File: src/rtl/dmem_responder.sv
// Single-cycle data memory responder: word RAM, GPIO register, TX byte FIFO and an
// optional 64-bit machine timer that is built only when DMEM_TIMER_EN is defined.
module dmem_responder #(
  parameter int DEPTH      = 64,
  parameter int FIFO_DEPTH = 4
) (
  input  logic        clk,
  input  logic        reset,
  input  logic        mem_write,
  input  logic [31:0] aluresultM,
  input  logic [31:0] writedataM,
  output logic [31:0] readdataM,
  output logic [31:0] gpio_out,
  output logic        tx_valid,
  output logic [7:0]  tx_data,
  input  logic        tx_ready,
  output logic        timer_irq
);

  localparam int AW = $clog2(DEPTH);
  localparam int PW = $clog2(FIFO_DEPTH);
  localparam int CW = PW + 1;

  typedef enum logic [3:0] {
    REG_GPIO_OUT    = 4'h0,
    REG_TX_DATA     = 4'h1,
    REG_TX_STATUS   = 4'h2,
    REG_MTIME_LO    = 4'h4,
    REG_MTIME_HI    = 4'h5,
    REG_MTIMECMP_LO = 4'h6,
    REG_MTIMECMP_HI = 4'h7
  } mmio_reg_e;

  // ---------------------------------------------------------------------------
  // Address decode
  // ---------------------------------------------------------------------------
  logic          is_mmio;
  logic [3:0]    mmio_off;
  logic [AW-1:0] ram_idx;
  logic          ram_we;
  logic          gpio_we;
  logic          tx_push;
  logic          status_we;
  logic          unused_addr_bits;

  assign is_mmio   = aluresultM[31];
  assign mmio_off  = aluresultM[5:2];
  assign ram_idx   = aluresultM[AW+1:2];
  assign ram_we    = mem_write & ~is_mmio;
  assign gpio_we   = mem_write & is_mmio & (mmio_off == REG_GPIO_OUT);
  assign tx_push   = mem_write & is_mmio & (mmio_off == REG_TX_DATA);
  assign status_we = mem_write & is_mmio & (mmio_off == REG_TX_STATUS);

  // Byte offset and the RAM alias bits never take part in decode.
  assign unused_addr_bits = ^{aluresultM[30:AW+2], aluresultM[1:0]};

  // ---------------------------------------------------------------------------
  // RAM
  // ---------------------------------------------------------------------------
  logic [31:0] ram_q [DEPTH];

  // NOTE: storage arrays carry no reset; a reset would force them into flops and
  // software owns their contents anyway.
  always_ff @(posedge clk) begin
    if (ram_we) ram_q[ram_idx] <= writedataM;
  end

  // ---------------------------------------------------------------------------
  // GPIO output register
  // ---------------------------------------------------------------------------
  logic [31:0] gpio_q;
  logic [31:0] gpio_d;

  always_comb begin
    gpio_d = gpio_q;
    if (gpio_we) gpio_d = writedataM;
  end

  // NOTE: state updates use non-blocking assignments so every flop samples the
  // pre-edge values, independent of block ordering.
  always_ff @(posedge clk or negedge reset) begin
    if (!reset) gpio_q <= '0;
    else        gpio_q <= gpio_d;
  end

  assign gpio_out = gpio_q;

  // ---------------------------------------------------------------------------
  // TX FIFO
  // ---------------------------------------------------------------------------
  logic [7:0]    fifo_q [FIFO_DEPTH];
  logic [PW-1:0] rd_ptr_q, rd_ptr_d;
  logic [PW-1:0] wr_ptr_q, wr_ptr_d;
  logic [CW-1:0] count_q, count_d;
  logic          ovf_q, ovf_d;
  logic          fifo_full;
  logic          fifo_empty;
  logic          tx_pop;
  logic          push_ok;
  logic [31:0]   tx_status;

  assign fifo_full  = (count_q == CW'(FIFO_DEPTH));
  assign fifo_empty = (count_q == '0);
  assign tx_pop     = ~fifo_empty & tx_ready;
  // A full FIFO still accepts a byte when the head leaves on the same edge.
  assign push_ok    = tx_push & (~fifo_full | tx_pop);

  // NOTE: every output of a combinational block gets a default first, so no
  // path through the block can infer a latch.
  always_comb begin
    rd_ptr_d = rd_ptr_q;
    wr_ptr_d = wr_ptr_q;
    count_d  = count_q;
    ovf_d    = ovf_q;
    if (push_ok) wr_ptr_d = wr_ptr_q + PW'(1);
    if (tx_pop)  rd_ptr_d = rd_ptr_q + PW'(1);
    unique case ({push_ok, tx_pop})
      2'b10:   count_d = count_q + CW'(1);
      2'b01:   count_d = count_q - CW'(1);
      default: count_d = count_q;
    endcase
    if (status_we)               ovf_d = 1'b0;
    else if (tx_push & ~push_ok) ovf_d = 1'b1;
  end

  always_ff @(posedge clk or negedge reset) begin
    if (!reset) begin
      rd_ptr_q <= '0;
      wr_ptr_q <= '0;
      count_q  <= '0;
      ovf_q    <= 1'b0;
    end else begin
      rd_ptr_q <= rd_ptr_d;
      wr_ptr_q <= wr_ptr_d;
      count_q  <= count_d;
      ovf_q    <= ovf_d;
    end
  end

  always_ff @(posedge clk) begin
    if (push_ok) fifo_q[wr_ptr_q] <= writedataM[7:0];
  end

  assign tx_valid  = ~fifo_empty;
  // Storage is not cleared on reset, so the head byte is masked while empty.
  assign tx_data   = fifo_empty ? 8'h00 : fifo_q[rd_ptr_q];
  assign tx_status = {25'd0, ovf_q, 4'(count_q), fifo_empty, fifo_full};

  // ---------------------------------------------------------------------------
  // Machine timer
  // ---------------------------------------------------------------------------
  logic [31:0] timer_rdata;

`ifdef DMEM_TIMER_EN
  logic [63:0] mtime_q, mtime_d;
  logic [63:0] mtimecmp_q, mtimecmp_d;
  logic        irq_q, irq_d;

  always_comb begin
    mtime_d    = mtime_q + 64'd1;
    mtimecmp_d = mtimecmp_q;
    if (mem_write & is_mmio) begin
      unique case (mmio_off)
        REG_MTIME_LO:    mtime_d    = {mtime_q[63:32], writedataM};
        REG_MTIME_HI:    mtime_d    = {writedataM, mtime_q[31:0]};
        REG_MTIMECMP_LO: mtimecmp_d = {mtimecmp_q[63:32], writedataM};
        REG_MTIMECMP_HI: mtimecmp_d = {writedataM, mtimecmp_q[31:0]};
        default:         mtimecmp_d = mtimecmp_q;
      endcase
    end
    irq_d = (mtime_q >= mtimecmp_q);
  end

  always_ff @(posedge clk or negedge reset) begin
    if (!reset) begin
      mtime_q    <= '0;
      mtimecmp_q <= '1;
      irq_q      <= 1'b0;
    end else begin
      mtime_q    <= mtime_d;
      mtimecmp_q <= mtimecmp_d;
      irq_q      <= irq_d;
    end
  end

  always_comb begin
    unique case (mmio_off[1:0])
      2'd0:    timer_rdata = mtime_q[31:0];
      2'd1:    timer_rdata = mtime_q[63:32];
      2'd2:    timer_rdata = mtimecmp_q[31:0];
      default: timer_rdata = mtimecmp_q[63:32];
    endcase
  end

  assign timer_irq = irq_q;
`else
  assign timer_rdata = 32'd0;
  assign timer_irq   = 1'b0;
`endif

  // ---------------------------------------------------------------------------
  // Load data, zero latency
  // ---------------------------------------------------------------------------
  always_comb begin
    readdataM = 32'd0;
    if (!is_mmio) begin
      readdataM = ram_q[ram_idx];
    end else begin
      unique case (mmio_off)
        REG_GPIO_OUT:    readdataM = gpio_q;
        REG_TX_STATUS:   readdataM = tx_status;
        REG_MTIME_LO,
        REG_MTIME_HI,
        REG_MTIMECMP_LO,
        REG_MTIMECMP_HI: readdataM = timer_rdata;
        default:         readdataM = 32'd0;
      endcase
    end
  end

endmodule
File: config.mk
export PLATFORM = sky130hd
export DESIGN_NAME = dmem_responder
export DESIGN_NICKNAME = d
export VERILOG_FILES = /design/src/rtl/dmem_responder.sv
export SDC_FILE = /design/constraint.sdc
export NUM_CORES = 2
export LEC_CHECK = 0
export CAP_MARGIN = 40
export CELL_PAD_IN_SITES_DETAIL_PLACEMENT = 1
export CELL_PAD_IN_SITES_GLOBAL_PLACEMENT = 1
export CORE_ASPECT_RATIO = 0.7
export CORE_MARGIN = 5
export CORE_UTILIZATION = 40
export DETAILED_ROUTE_END_ITERATION = 8
export PLACE_DENSITY = 0.68
export SYNTH_ARGS = -nofsm -noshare
export SYNTH_HDL_FRONTEND = slang
export SYNTH_SLANG_ARGS = --single-unit
File: constraint.sdc
create_clock -name clk -period 6.2 [get_ports clk]
set_input_delay 0.93 -clock clk [delete_from_list [all_inputs] [get_ports clk]]
set_output_delay 0.93 -clock clk [all_outputs]
set_load 0.05 [all_outputs]
### Word-level counts from Yosys, hierarchy flattened

Memories as Yosys holds them, arrays and structs flattened.
Index checks and enable logic that the tools add are counted.

* reductions and logical operators: 4
* multiplexer cells: 10
* equality and inequality tests: 5
* bitwise logic cells: 13
* add/sub/neg operators: 4

Operator list (count)
* $pmux W32 S2: 1
* $mux W32: 1
* $and A1 B1 Y1: 8
* $mux W8: 1
* $mux W1: 6
* $pmux W3 S2: 1
* $add A2 B1 Y2 const B: 2
* $eq A4 B1 Y1 const B: 1
* $eq A4 B2 Y1 const B: 1
* $logic_not A4 Y1: 1
* $not A1 Y1: 4
* $reduce_bool A2 Y1: 2
* $add A3 B1 Y3 const B: 1
* $eq A3 B3 Y1 const B: 1
* $logic_not A3 Y1: 1
* $sub A3 B1 Y3 const B: 1
* $eq A2 B1 Y1 const B: 1
* $eq A2 B2 Y1 const B: 1
* $or A1 B1 Y1: 1

* flip-flop bits (word level): 40
* memories: 2
* output and inout port bits: 74
* bits in writable memories: 2080
* logic and storage cells: 43
* input port bits: 68

Memories
* ram_q: depth 64, width 32, rd ports 1, clocked after Yosys merged registers in 0, write ports 1, RTL line 60 `logic [31:0] ram_q [DEPTH];`
* fifo_q: depth 4, width 8, rd ports 1, clocked after Yosys merged registers in 0, write ports 1, RTL line 91 `logic [7:0] fifo_q [FIFO_DEPTH];`

### Depth between registers and ports, before layout

* depth after elaboration: 9
* depth in mapped cells: 11
* gate-level depth less buffers: 7

### Least setup slack after synthesis

Ideal clock, no wire load.

* kind: in2out
* from: input port aluresultM[3]
* to: output port readdataM[13]
* path buffers: 4
* required time: 5.270 ns
* slack: 1.931 ns
* data arrival time: 3.339 ns
* cell stages on the path: 9
* cell sequence: buf_4 buf_2 buf_1 clkbuf_1 a22oi_1 nor2_1 o21ai_0 nor4b_1 o21ai_0

* longest elaborated chain between the ends: 3
* elaborated cells on any way between the ends: 5
* classes of those cells: eq/ne: 1; mux: 2; reduce/logical: 1; memory: 1

Ends and longest elaborated chain
* start: declaration: RTL line 10 `input logic [31:0] aluresultM,`
* branches (longest 2 deep; another with $mem_v2 Z64 W32)
* $mux W32 *: RTL line 206 `if (!is_mmio) begin`
* end: declaration: RTL line 12 `output logic [31:0] readdataM,`

Every way passes the cells marked *.

### Worst setup path in the final report

* from: input port aluresultM[2]
* to: output port readdataM[28]

Same word-level chain as after synthesis.

==> results.json <==
{
  "use_met2": 0.314,
  "grt_most_used_layer": "met1",
  "finalHoldViolCount": 0,
  "synth-seq-area-share": 0.772,
  "syn_to_final_growth_pct": 14.8,
  "synthMuxAreaShare": 0.127,
  "cts_hold_buffers": 0,
  "p_leak_nw": 31.3,
  "cts.htree.levels": 4,
  "wl_per_cell_um": 31.2,
  "synth_compound_area_frac": 0.0636,
  "antenna_found_initial": 8,
  "netlist_top_cells_count": "edfxtp_1, mux2i_1, o22ai_1",
  "root_buffer": "clkbuf_16",
  "antenna_left": 0,
  "cts_resized": 0,
  "drive_above_1_share": 0.185,
  "startpoint_type": "primary input",
  "syn_avg_cell_area_um2": 18.4,
  "synthSimpleGateAreaFrac": 0.0183,
  "syn_inst": 4468,
  "grt_use_met3": 0.0553,
  "tightestPinTransition_ns": 0.951,
  "drt_iter0_drc": 5888,
  "design.core.area_mm2": 0.205,
  "critPathLaunch": "aluresultM[2]",
  "die_h_um": 389,
  "io_pins": 142,
  "overflow": 0,
  "rows": 139,
  "drt-pass1-iter-count": 6,
  "clock_skew_ns": 0.0217,
  "seqCellArea_mm2": 0.0635,
  "synth_edf_count": 2080,
  "yosysMostFrequentCell": "edfxtp_1",
  "cpPeakStageDelay_ns": 0.83,
  "cpMaxStageDelayCell": "nor4b_1",
  "final_area_mm2": 0.0944,
  "fin_crit_sh": 0.889,
  "grt_max_degree": 91,
  "slew_headroom": 0.357,
  "synth_xor_area_frac": 0.000639,
  "synth_ff_type": "edfxtp_1",
  "hpwl_mm": 141,
  "insertion_delay_ns": 0.83,
  "ys_seq_elements": 2120,
  "critPathMaxFanout": 66,
  "start_util": 0.401,
  "mappedNetlistArea_mm2": 0.0822,
  "setup-tns-final_ns": 0,
  "maxSlewViolCount": 0,
  "endpoint_kind": "primary output",
  "drc": 0,
  "status": "complete, no violations",
  "r2r-start": "count_q[2]$_DFFE_PN0P_",
  "synth_top_area_cell": "edfxtp_1",
  "syn_nets": 4541,
  "dieWidth_um": 552,
  "gr-usage-met1": 0.321,
  "synthAdderAreaFrac": 0.000852,
  "async_flop_share": 0.0189,
  "grt_pass1_wl_mm": 338,
  "vias": 45000,
  "nets": 4826,
  "max-clock-path-buffers": 4,
  "routed_via_density": 5.89,
  "multi_input_area_mm2": 0.0179,
  "place_congestion": 0.826,
  "rsz0062_at_grt": "false",
  "path_class": "in -> out",
  "fin_crit_ns": 5.51,
  "cp.arrival_ns": 4.58,
  "synth_cell_type_count": 58,
  "fmax_mhz": 181,
  "post-cts-setup-buffers": 0,
  "placed_cell_area_mm2": 0.0883,
  "synth_top_family_by_area": "multiplexers",
  "drv_cap": 0,
  "grt_pass1_vias": 46400,
  "hold_class": "in -> async",
  "cts_buffers": 198,
  "wirelength_mm": 239,
  "synth_area_leaders": "edfxtp_1, mux2i_1, mux2_2",
  "cts_tree": "built",
  "worst_ep_required_time_ns": 5.27,
  "setup-violations-final": 0,
  "die-area_mm2": 0.215,
  "cts.sinks": 2120,
  "power_density_mw_per_mm2": 319,
  "portBuffers": 115,
  "synth.top_cell.area_share": 0.760,
  "clk_pin_slew_worst_paths_ns": 0.07,
  "n_fill_cell": 19300,
  "grtUsageTotal": 0.217,
  "ys_warn_count": 0,
  "path_cells": "buf_8 -> buf_12 -> buf_4 -> mux2i_1 -> o22ai_1 -> o21ai_0 -> o211ai_1 -> nor4b_1 -> o21ai_0 -> buf_4",
  "ir_drop_uv": 286
}
## routing by layer
| metal | part of all wire | wire length, um |
|---|---|---|
| met5 | 0 | 0 |
| met1 | 0.44 | 104000 |
| met3 | 0.098 | 23500 |
| met4 | 0.032 | 7600 |
| met2 | 0.43 | 104000 |
## sequential cells by signal (all words and copies together), names as in the netlist
register and flops:
fifo_q 32, wr_ptr_q 2, rd_ptr_q 2, count_q 3
gpio_out 32, ovf_q 1, ram_q 2048
## worst max-delay path: cells and delay by family
| kind | cells | cell delay [ns] |
|---|---|---|
| buffers and inverters | 4 | 1.70 |
| AND/OR/NAND/NOR | 1 | 0.83 |
| AO/OA/AOI/OAI | 4 | 0.74 |
| multiplexers | 1 | 0.25 |
## worst paths after layout
kind	endpoint	slack, ns	depth (start not counted)
setup / recovery	readdataM[28]	0.69	10
hold / removal	wr_ptr_q[1]$_DFFE_PN0P_	0.15	1
setup reg to reg	count_q[1]$_DFFE_PN0P_	3.91	8
hold reg to reg	gpio_out[11]$_DFFE_PN0P_	0.52	1
max in group asynchronous	gpio_out[20]$_DFFE_PN0P_	5.42	1
min in group clk	ram_q[43][13]$_DFFE_PP_	0.50	1
## per-stage QoR
step | util | setup WS (ns) | instances | hold slack [ns] | power (W)
finish | 0.461 | 0.689 | 7649 | 0.147 | 0.0301
global route | 0.461 | 0.517 | 7648 | 0.152 | 0.0311
CTS | 0.461 | 0.770 | 7647 | 0.135 | 0.0303
detailed placement | 0.431 | 0.824 | 7302 | 0.510 | 0.0186
global placement | 0.429 | 0.818 | 7279 | 0.502 | 0.0185
floorplan | - | 1.93 | 4468 | 0.477 | 0.0175
## cells by family (layout without fill, tap and decap cells)
group                    after synthesis  after routing
AND/OR/NAND/NOR                      315            315
flip-flops                          2120           2120
buffers and inverters                289            719
XOR/XNOR                               6              6
adder cells (fa/ha/maj)                5              5
multiplexers                         932            932
other                                  1              3
AO/OA/AOI/OAI                        800            800
## power by group
| group | switching (W) | internal (W) | total (W) | leakage, nW |
|---|---|---|---|---|
| clock | 0.00524 | 0.00658 | 0.0118 | 2.98 |
| sequential | 0.000130 | 0.0158 | 0.0160 | 19.2 |
| combinational | 0.00155 | 0.000763 | 0.00232 | 9.15 |
## placed cells by master (no fill, tap or decap), types with 51 or more instances in the layout
cell	synthesis	layout
edfxtp_1	2080	2080
mux2i_1	656	656
o22ai_1	289	289
buf_4	32	233
clkbuf_16	0	201
o21ai_0	172	172
mux2_2	170	170
a22oi_1	132	132
nand2_1	81	79
mux4_2	69	69
nor2_4	0	67
a22o_1	59	59
a21oi_1	53	53
nand3_1	51	51
## layout make-up
class                      instances  area share
sequential                      2120       0.672
clock inverter                    91     0.00836
clock buffer                     254      0.0560
antenna                            2   0.0000530
multi-input combinational       2059       0.190
inverter                           6    0.000265
timing repair buffer             368      0.0371
tap                             2749      0.0364
Note: power is estimated with default switching activity, not from simulation.
